`config.mk`:
```
export PLATFORM = sky130hd
export DESIGN_NAME = audio_pdm_dac
export DESIGN_NICKNAME = d
export VERILOG_FILES = /design/src/rtl/audio_pkg.sv /design/src/rtl/sigma_delta_mod.sv /design/src/rtl/audio_pdm_dac.sv
export SDC_FILE = /design/constraint.sdc
export NUM_CORES = 1
export LEC_CHECK = 0
export ABC_AREA = 1
export CAP_MARGIN = 5
export CORE_MARGIN = 3
export CORE_UTILIZATION = 63
export CTS_CLUSTER_DIAMETER = 50
export DETAILED_ROUTE_END_ITERATION = 7
export PLACE_DENSITY = 0.9
export SLEW_MARGIN = 20
export SYNTH_ARGS = -nofsm -noshare
export SYNTH_HDL_FRONTEND = slang
export SYNTH_HIERARCHICAL = 1
export SYNTH_SLANG_ARGS = --single-unit
```
`constraint.sdc`:
```
create_clock -name clk -period 4.05 [get_ports clk]
set_input_delay 0.405 -clock clk [delete_from_list [all_inputs] [get_ports clk]]
set_output_delay 0.405 -clock clk [all_outputs]
set_load 0.005 [all_outputs]
```
`src/rtl/audio_pkg.sv`:
```
// Shared audio constants and the two's-complement to offset-binary helper
// used by the PDM output path.
package audio_pkg;

    localparam int CODE_WIDTH     = 14;
    localparam int SAMPLE_DIV_48K = 2604;  // 125 MHz / 2604 ~= 48 kHz
    localparam int CNT_WIDTH_48K  = 12;

    localparam logic [CODE_WIDTH-1:0] MIDSCALE = {1'b1, {(CODE_WIDTH-1){1'b0}}};

    // Flipping the sign bit maps -2^(N-1)..2^(N-1)-1 onto 0..2^N-1.
    function automatic logic [CODE_WIDTH-1:0] to_offset_binary(
        input logic signed [CODE_WIDTH-1:0] s
    );
        return {~s[CODE_WIDTH-1], s[CODE_WIDTH-2:0]};
    endfunction

endpackage

```
`src/rtl/sigma_delta_mod.sv`:
```
// First-order sigma-delta modulator: the accumulator carry is the 1-bit
// output, so the pulse density equals code / 2^CODE_WIDTH.
module sigma_delta_mod
    import audio_pkg::*;
(
    input  logic                  clk,
    input  logic                  rst,
    input  logic [CODE_WIDTH-1:0] code,
    output logic                  pdm_out
);

    logic [CODE_WIDTH-1:0] acc;
    logic [CODE_WIDTH:0]   sum;

    assign sum = {1'b0, acc} + {1'b0, code};

    // NOTE: state registers use non-blocking assignments so every flop samples
    // pre-edge values; blocking here would let acc feed itself within one edge.
    always_ff @(posedge clk) begin
        if (!rst) begin
            acc     <= '0;
            pdm_out <= 1'b0;
        end else begin
            acc     <= sum[CODE_WIDTH-1:0];
            pdm_out <= sum[CODE_WIDTH];
        end
    end

endmodule

```
`src/rtl/audio_pdm_dac.sv`:
```
// Paces sample requests, captures and attenuates the returned sample, and
// feeds the offset-binary code to the sigma-delta modulator.
module audio_pdm_dac
    import audio_pkg::*;
#(
    parameter int SAMPLE_DIV = SAMPLE_DIV_48K,
    parameter int CNT_WIDTH  = CNT_WIDTH_48K
) (
    input  logic                  clk,
    input  logic                  rst,
    input  logic                  en,
    input  logic [2:0]            vol_shift,
    output logic                  next_sample,
    input  logic [CODE_WIDTH-1:0] sample,
    output logic                  sample_strobe,
    output logic                  pdm_out
);

    localparam logic [CNT_WIDTH-1:0] CNT_LAST = CNT_WIDTH'(SAMPLE_DIV - 1);

    logic [CNT_WIDTH-1:0]         cnt;
    logic                         pending;
    logic [CODE_WIDTH-1:0]        code;
    logic signed [CODE_WIDTH-1:0] scaled;

    always_comb begin
        scaled = $signed(sample) >>> vol_shift;
    end

    // pending marks the cycle the source's answer is valid; clearing it on
    // disable or reset is what drops an in-flight capture.
    always_ff @(posedge clk) begin
        if (!rst || !en) begin
            cnt           <= '0;
            next_sample   <= 1'b0;
            pending       <= 1'b0;
            sample_strobe <= 1'b0;
            code          <= MIDSCALE;
        end else begin
            cnt           <= (cnt == CNT_LAST) ? '0 : cnt + 1'b1;
            next_sample   <= (cnt == '0);
            pending       <= next_sample;
            sample_strobe <= pending;
            if (pending) begin
                code <= to_offset_binary(scaled);
            end
        end
    end

    sigma_delta_mod u_mod (
        .clk     (clk),
        .rst     (rst),
        .code    (code),
        .pdm_out (pdm_out)
    );

endmodule
```
**Word level (Yosys, flattened, before mapping)**

Cells that the tools add are included.

- Input port bits: 20
- Word-level logic and storage cells: 17
- Output and inout bits: 3
- Flip-flop bits (word level): 44

- $add $sub $neg: 2
- Shift operators: 1
- Bitwise operators: 1
- Equal/unequal tests: 1
- Reductions and logical operators: 5

Operator list:

| cell | count |
|---|---|
| 14-bit by 14-bit adder with 15-bit output | 1 |
| 14-bit by 3-bit >>> shifter with 14-bit output | 1 |
| 12-bit by 1-bit adder with 12-bit output, second input constant | 1 |
| 12-bit == test, second input constant | 1 |
| 12-bit logical NOT | 1 |
| 1-bit logical NOT | 2 |
| 2-bit OR reduction | 1 |
| 1-bit logical OR | 1 |
| 1-bit NOT | 1 |

**Depth between registers and ports, before layout**

Gate-level depths: netlist of run 1.

- Depth in word-level cells: 3
- Gate-level depth with buffers: 10
- Gate-level depth less buffers: 10

**Hierarchy**

Netlist of run 1, hierarchy kept.

By module, submodules not included:

| module | seq. area each (um^2) | area each (um^2) | times used | cells each |
|---|---|---|---|---|
| audio_pdm_dac | 580.6 | 1659.1 | 1 | 257 |
| sigma_delta_mod | 300.3 | 1187.4 | 1 | 186 |

**Least setup slack after synthesis of run 1**

No wires, ideal clock.

- Path kind: reg2reg
- From: reg code[0]
- To: reg u_mod.acc[8]
- Arrival: 1428 ps
- Period minus slack after synthesis: 1544 ps
- Path slack: 2506 ps
- Required time: 3934 ps
- Library setup time: 116 ps
- Buffers on the path: 0
- Stages on the path, launching flop included: 9
- Cell sequence: dfxtp_1 ha_1 fa_1 nand3_1 nand3_2 nand2_1 nand3_1 o21ai_0 nor2_1

- Cells in the longest elaborated chain, start to end: 1

RTL lines:

| element | RTL line | text |
|---|---|---|
| start, declared | audio_pdm_dac.sv:23 | `logic [CODE_WIDTH-1:0] code;` |
| start signal, assigned | audio_pdm_dac.sv:45 | `code <= to_offset_binary(scaled);` |
| 14-bit by 14-bit adder with 15-bit output | sigma_delta_mod.sv:15 | `assign sum = {1'b0, acc} + {1'b0, code};` |
| end signal, assigned | sigma_delta_mod.sv:24 | `acc <= sum[CODE_WIDTH-1:0];` |
| end, declared | sigma_delta_mod.sv:12 | `logic [CODE_WIDTH-1:0] acc;` |

Every way passes these cells.
A chain may end at the register's enable or synchronous reset.

**Final worst setup path of run 1**

- From: in rst
- To: reg cnt[2]

- Cells in the longest elaborated chain, start to end: 3

RTL lines:

| element | RTL line | text |
|---|---|---|
| start, declared | audio_pdm_dac.sv:10 | `input logic rst,` |
| 1-bit logical NOT | n/a |  |
| 1-bit logical OR | audio_pdm_dac.sv:33 | `if (!rst \|\| !en) begin` |
| 2-bit OR reduction (no line) | n/a |  |
| end signal, assigned | audio_pdm_dac.sv:40 | `cnt <= (cnt == CNT_LAST) ? '0 : cnt + 1'b1;` |
| end, declared | audio_pdm_dac.sv:21 | `logic [CNT_WIDTH-1:0] cnt;` |

Every way passes these cells.

==> results.sh, run 1 <==
export IMPL_finalSetupViolCount=0
export IMPL_die_x_um=73.2
export IMPL_synth_top_family_by_area="simple AND/OR/NAND/NOR gates"
export IMPL_tns_ns=0
export IMPL_power_density_nw_per_um2=259
export IMPL_fin_crit_sh=0.502
export IMPL_cts_buffer_depth=2
export IMPL_path_cells="clkdlybuf4s50_1 -> nand2_1 -> inv_1 -> nand2_2 -> a21oi_1"
export IMPL_core_region_area_um2=4170
export IMPL_n_antenna_cell=0
export IMPL_synthesis_area_um2=2850
export IMPL_drive_above_1_share=0.0565
export IMPL_max_freq_mhz=492
export IMPL_crit_slowest_cell="clkdlybuf4s50_1"
export IMPL_ys_warn_count=6
export IMPL_grt_use_total=0.245
export IMPL_ys_ff_latch=44
export IMPL_async_flop_share=0
export IMPL_drt_first_pass_iters=5
export IMPL_insertion_delay_ns=0.29
export IMPL_io_pins=23
export IMPL_synthAdderAreaFrac=0.0818
export IMPL_grt_pass1_wl_um=10400
export IMPL_drc=0
export IMPL_post_cts_setup_buffers=0
export IMPL_vias_per_cell=5.43
export IMPL_cpPeakStageDelay_ns=0.81
export IMPL_synth_enable_flop_cells=0
export IMPL_area_delta_synth_final_pct=9.58
export IMPL_htreeDepth=2
export IMPL_finalHoldViolCount=0
export IMPL_cts_tree="yes"
export IMPL_muxShareOfSynthArea=0
export IMPL_syn_avg_cell_area_um2=6.43
export IMPL_post_place_ws_ns=1.72
export IMPL_slew_headroom=0.511
export IMPL_antenna_found_initial=0
export IMPL_syn_num_nets=481
export IMPL_fin_ws_ns=2.02
export IMPL_p_leak_nw=1.54
export IMPL_max_vdd_ir_drop_mv=0.230
export IMPL_tightest_slew_ns=0.733
export IMPL_syn_inst=443
export IMPL_nets=498
export IMPL_finalMaxSlewViolations=0
export IMPL_first_iter_violations=171
export IMPL_use_met1=0.297
export IMPL_total_power_mw=0.808
export IMPL_wl_um=6160
export IMPL_die_area_um2=5360
export IMPL_numCtsBuffers=5
export IMPL_routed_via_count=2771
export IMPL_worstPathBufferInverterCount=2
export IMPL_rsz0062_at_grt="false"
export IMPL_grt_use_met2=0.430
export IMPL_clock_root_buffer="clkbuf_8"
export IMPL_clk_pin_slew_ns=0.08
export IMPL_ys_seq_area_frac=0.309
export IMPL_grt_max_degree=24
export IMPL_period_minus_slack_ns=2.03
export IMPL_synth_simple_gate_area_share=0.418
export IMPL_post_cts_resized=0
export IMPL_critPathMaxFanout=15
export IMPL_worstSetupPathType="input port to flip-flop"
export IMPL_outcome="finished clean"
export IMPL_crit_family="buffers and inverters"
export IMPL_synth_xor_area_frac=0.0215
export IMPL_ant_nets=0
export IMPL_cts_num_sinks=44
export IMPL_ys_flop_type="dfxtp_1"
export IMPL_die_y_um=73.2
export IMPL_skew_ns=0.00433
export IMPL_wire_per_inst_um=12.1
export IMPL_synth_distinct_cells=30
export IMPL_end_kind="flip-flop"
export IMPL_start_util=0.682
export IMPL_grt_busiest_layer="met2"
export IMPL_synth_compound_area_frac=0.0607
export IMPL_grt_pass1_vias=2496
export IMPL_max_cap_violations=0
export IMPL_hold_buffers=0
export IMPL_gp_congestion=0.876
export IMPL_crit_required_ns=4.27
export IMPL_cp_start_kind="input port"
export IMPL_rows=23
export IMPL_dp_hpwl_um=4670
export IMPL_arrival_ns=2.26
export IMPL_overflow=0
export IMPL_port_buffers=22
export IMPL_worstHoldPathType="flip-flop to flip-flop"
export IMPL_grtUsageMet3=0.0468
==> stage by stage <==
step	std cells	utilization	area (um2)	hold WS, ns
after floorplan	443	-	2850	0.425
after global placement	503	0.729	3040	0.444
after detailed placement	503	0.729	3040	0.446
after CTS	510	0.748	3120	0.460
after global routing	510	0.748	3120	0.479
final	510	0.748	3120	0.465
==> worst paths after layout <==
check / startpoint / to / slack, ns / cells past startpoint
worst min-delay path: next_sample / pending / 0.46 / 2
worst max register to register: code[0] / u_mod/acc[12] / 2.31 / 9
worst min register to register: next_sample / pending / 0.46 / 2
worst max-delay path: rst / cnt[2] / 2.02 / 5
==> layout by cell type (no fill, tap or decap), drive strengths merged <==
cell type / instances
fa: 1
clkdlybuf4s50: 22
nand3: 73
and2: 2
nand2: 125
clkinv: 1
nand4: 3
xnor2: 1
clkbuf: 6
or2: 2
nor4: 1
xor2: 6
nor3: 3
a21o: 1
nor2: 60
inv: 59
a21oi: 23
dfxtp: 44
o21ai: 10
ha: 17
==> flip-flops by register name, indices dropped and copies added, names as in the netlist <==
register / flops
cnt: 12
u_mod/pdm_out: 1
pending: 1
next_sample: 1
sample_strobe: 1
code: 14
u_mod/acc: 14
==> area by class of cell <==
cell class	instances	area [um2]
clock buffers	6	72.6
clock inverters	1	5.00
fillers	346	1050
inverters	59	221
multi-input cells	328	1660
flip-flops and latches	44	881
well taps	50	62.6
repair buffers	22	220
==> worst reg2reg max path, stage by stage, from the launching register on <==
cell	delay, ns
dfxtp_1	0.32
ha_1	0.24
fa_1	0.44
nand3_1	0.13
nand3_2	0.13
nand3_1	0.10
nand3_1	0.11
nand2_1	0.09
nand2_1	0.05
nor2_1	0.09
==> kinds of logic (layout without fill, tap and decap cells) <==
family / after synthesis / count (layout)
and+or+nand+nor: 269 / 269
buffers and inverters: 71 / 88
DFF: 44 / 44
AOI/OAI and AO/OA: 34 / 34
adders and majority gates: 18 / 18
xor gates and xnor gates: 7 / 7
==> where the power goes <==
group / total, mW / switching (mW) / internal, mW
registers: 0.445 / 0.00573 / 0.439
logic: 0.102 / 0.0580 / 0.0437
clock network: 0.261 / 0.144 / 0.117
total: 0.808 / 0.207 / 0.601
==> cell usage after synthesis, types with 5 or more instances <==
cell | number | area share
buf_2 | 5 | 0.0088
nand2_2 | 7 | 0.015
inv_1 | 57 | 0.075
nand3_1 | 68 | 0.12
ha_1 | 17 | 0.075
nand2_1 | 117 | 0.15
a21oi_1 | 23 | 0.040
dfxtp_1 | 44 | 0.31
nor2_1 | 56 | 0.074
nand3_2 | 5 | 0.018
xor2_1 | 6 | 0.018
o21ai_0 | 9 | 0.016
==> routing by layer <==
metal | up-vias | routed length (um)
met5 | - | 0
met4 | 0 | 83
met3 | 9 | 260
met2 | 63 | 3090
met1 | 1268 | 2730
li1 | 1431 | -
(Power assumes the default switching activity.)
==> run 2: changes to the inputs <==
Settings changed: CORE_UTILIZATION 63 to 58, PLACE_DENSITY 0.9 to 0.85.
Clock period 4.05 ns to 1.9 ns, I/O delays scaled along.
==> run 2 against run 1 <==
Compared with the run above:
- utilization fell by 3.4 points
- via count shrank 1.0%
- final area up 3.7%
- clock power increased to 3.2 times the previous value
- critical endpoint is now u_mod/acc[8]
- highest routed layer unchanged
==> results.sh, run 2 (same netlist as run 1, synthesis figures left out) <==
export IMPL_power_frac_seq=0.473
export IMPL_io_pins=23
export IMPL_rr_worst_depth=8
export IMPL_post_cts_resized=0
export IMPL_reg2reg_from="code[0]"
export IMPL_outcome="finished clean"
export IMPL_rows=24
export IMPL_period_minus_slack_ns=1.70
export IMPL_timing_hold_ws_ns=0.459
export IMPL_wl_um=6110
export IMPL_area_delta_synth_final_pct=13.6
export IMPL_ff2ff_setup_slack_ns=0.20
export IMPL_insertion_delay_ns=0.29
export IMPL_antenna_found_initial=0
export IMPL_grt_pass1_vias=2503
export IMPL_cp_start_kind="flip-flop"
export IMPL_hold_end="pending"
export IMPL_start_util=0.628
export IMPL_first_iter_violations=203
export IMPL_grt_pass1_wl_um=10600
export IMPL_overflow=0
export IMPL_total_power_mw=2.00
export IMPL_fin_ws_ns=0.198
export IMPL_final_core_util=0.713
export IMPL_startpoint="code[0]"
export IMPL_arrival_ns=1.89
export IMPL_die_x_um=76.1
export IMPL_nets=504
export IMPL_die_area_um2=5780
export IMPL_max_freq_mhz=587
export IMPL_wire_per_inst_um=11.5
export IMPL_crit_required_ns=2.09
export IMPL_slew_headroom=0.732
export IMPL_internal_power_mw=1.55
export IMPL_dp_hpwl_um=4730
export IMPL_finalNonFillerCells=531
export IMPL_critPathMaxFanout=5
export IMPL_post_place_ws_ns=0.225
export IMPL_grt_max_degree=23
export IMPL_vias_per_cell=5.17
export IMPL_cts_num_sinks=44
export IMPL_n_antenna_cell=0
export IMPL_power_frac_clock=0.412
export IMPL_cpPeakStageDelay_ns=0.42
export IMPL_reg2reg_to="u_mod/acc[8]"
export IMPL_crit_path_frequent_cell="nand3_1"
export IMPL_largestRegisters="code (14), u_mod/acc (14), cnt (12)"
export IMPL_layout_commonest_cell="nand2_1"
export IMPL_nFillCells=395
export IMPL_path_cells="ha_1 -> fa_1 -> nand3_1 -> nand3_2 -> nand2_1 -> nand3_1 -> o21ai_0 -> nor2_1"
export IMPL_final_cell_mix="nand2_1, nand3_1, inv_1, nor2_1, dfxtp_1"
export IMPL_core_region_area_um2=4530
export IMPL_crit_slowest_cell="fa_1"
export IMPL_worstPathBufferInverterCount=0
export IMPL_fin_crit_sh=0.896
export IMPL_cts_tree="yes"
export IMPL_tns_ns=0
export IMPL_combPwrFrac=0.115
export IMPL_hold_buffers=0
export IMPL_power_switching_mw=0.444
export IMPL_cts_buffer_depth=2
export IMPL_hold_start="next_sample"
export IMPL_rsz0062_at_grt="false"
export IMPL_ant_nets=0
export IMPL_fin_area_um2=3230
export IMPL_tightest_slew_ns=0.402
export IMPL_finalHoldViolCount=0
export IMPL_crit_family="adder cells"
export IMPL_grt_use_total=0.218
export IMPL_finalSetupViolCount=0
export IMPL_clk_pin_slew_ns=0.08
export IMPL_skew_ns=0.00733
export IMPL_hold_path_depth=2
export IMPL_max_cap_violations=0
export IMPL_worstHoldPathType="flip-flop to flip-flop"
export IMPL_routed_via_count=2743
export IMPL_post_cts_setup_buffers=0
export IMPL_drc=0
export IMPL_place_area_um2=3110
export IMPL_p_sw_frac=0.222
export IMPL_dp_cells=524
export IMPL_max_vdd_ir_drop_mv=0.410
export IMPL_worstSetupPathType="flip-flop to flip-flop"
export IMPL_numCtsBuffers=5
export IMPL_drt_first_pass_iters=4
export IMPL_clock_root_buffer="clkbuf_8"
export IMPL_htreeDepth=2
export IMPL_gp_congestion=0.919
export IMPL_die_y_um=76.1
export IMPL_port_buffers=22
export IMPL_end_kind="flip-flop"
export IMPL_power_density_nw_per_um2=618
export IMPL_drive_above_1_share=0.0708
export IMPL_finalMaxSlewViolations=0
export IMPL_p_leak_nw=1.59
==> run 2: cell count changes in the layout (fill, tap and decap cells not counted), sizes merged <==
cell	previous run	this run
clkinv	1	0
bufinv	0	2
buf	0	6
clkbuf	6	5
==> run 2: worst max path at each step <==
stage	endpoint	slack, ns	depth (start not counted)
detailed placement	u_mod/acc[8]	0.23	8
finish	u_mod/acc[8]	0.20	8
global placement	u_mod/acc[8]	0.29	8
global route	u_mod/acc[8]	0.02	8
floorplan	u_mod/acc[8]	0.36	8
CTS	u_mod/acc[8]	0.22	8
==> run 2: power by group through the flow <==
stage / combinational, mW / clock (mW) / sequential (mW)
6_report: 0.229 / 0.824 / 0.946
5_1_grt: 0.258 / 0.881 / 0.948
3_5_place_dp: 0.227 / 0 / 0.968
2_1_floorplan: 0.150 / 0 / 0.965
3_3_place_gp: 0.220 / 0 / 0.968
4_1_cts: 0.228 / 0.842 / 0.946
==> run 2: worst min-delay path: stages (launching register included) <==
cell and delay [ns]:
dfxtp_1 0.33, inv_1 0.05, nor2_1 0.04
==> run 2: area by class of cell <==
type	count	area, um2	share of cell area
multi-input cells	328	1660	0.512
flip-flops and latches	44	881	0.272
repair buffers	28	265	0.0820
inverters	59	221	0.0685
well taps	65	81.3	0.0251
clock buffers	5	68.8	0.0213
clock inverters	2	60.1	0.0186
==> run 2: routing by layer <==
| layer | track usage | vias to the layer above | routed length [um] |
|---|---|---|---|
| li1 | - | 1455 | - |
| met1 | 0.263 | 1216 | 2690 |
| met2 | 0.397 | 60 | 3130 |
| met3 | 0.0390 | 12 | 202 |
| met4 | 0.0562 | 0 | 89 |
| met5 | 0 | - | 0 |
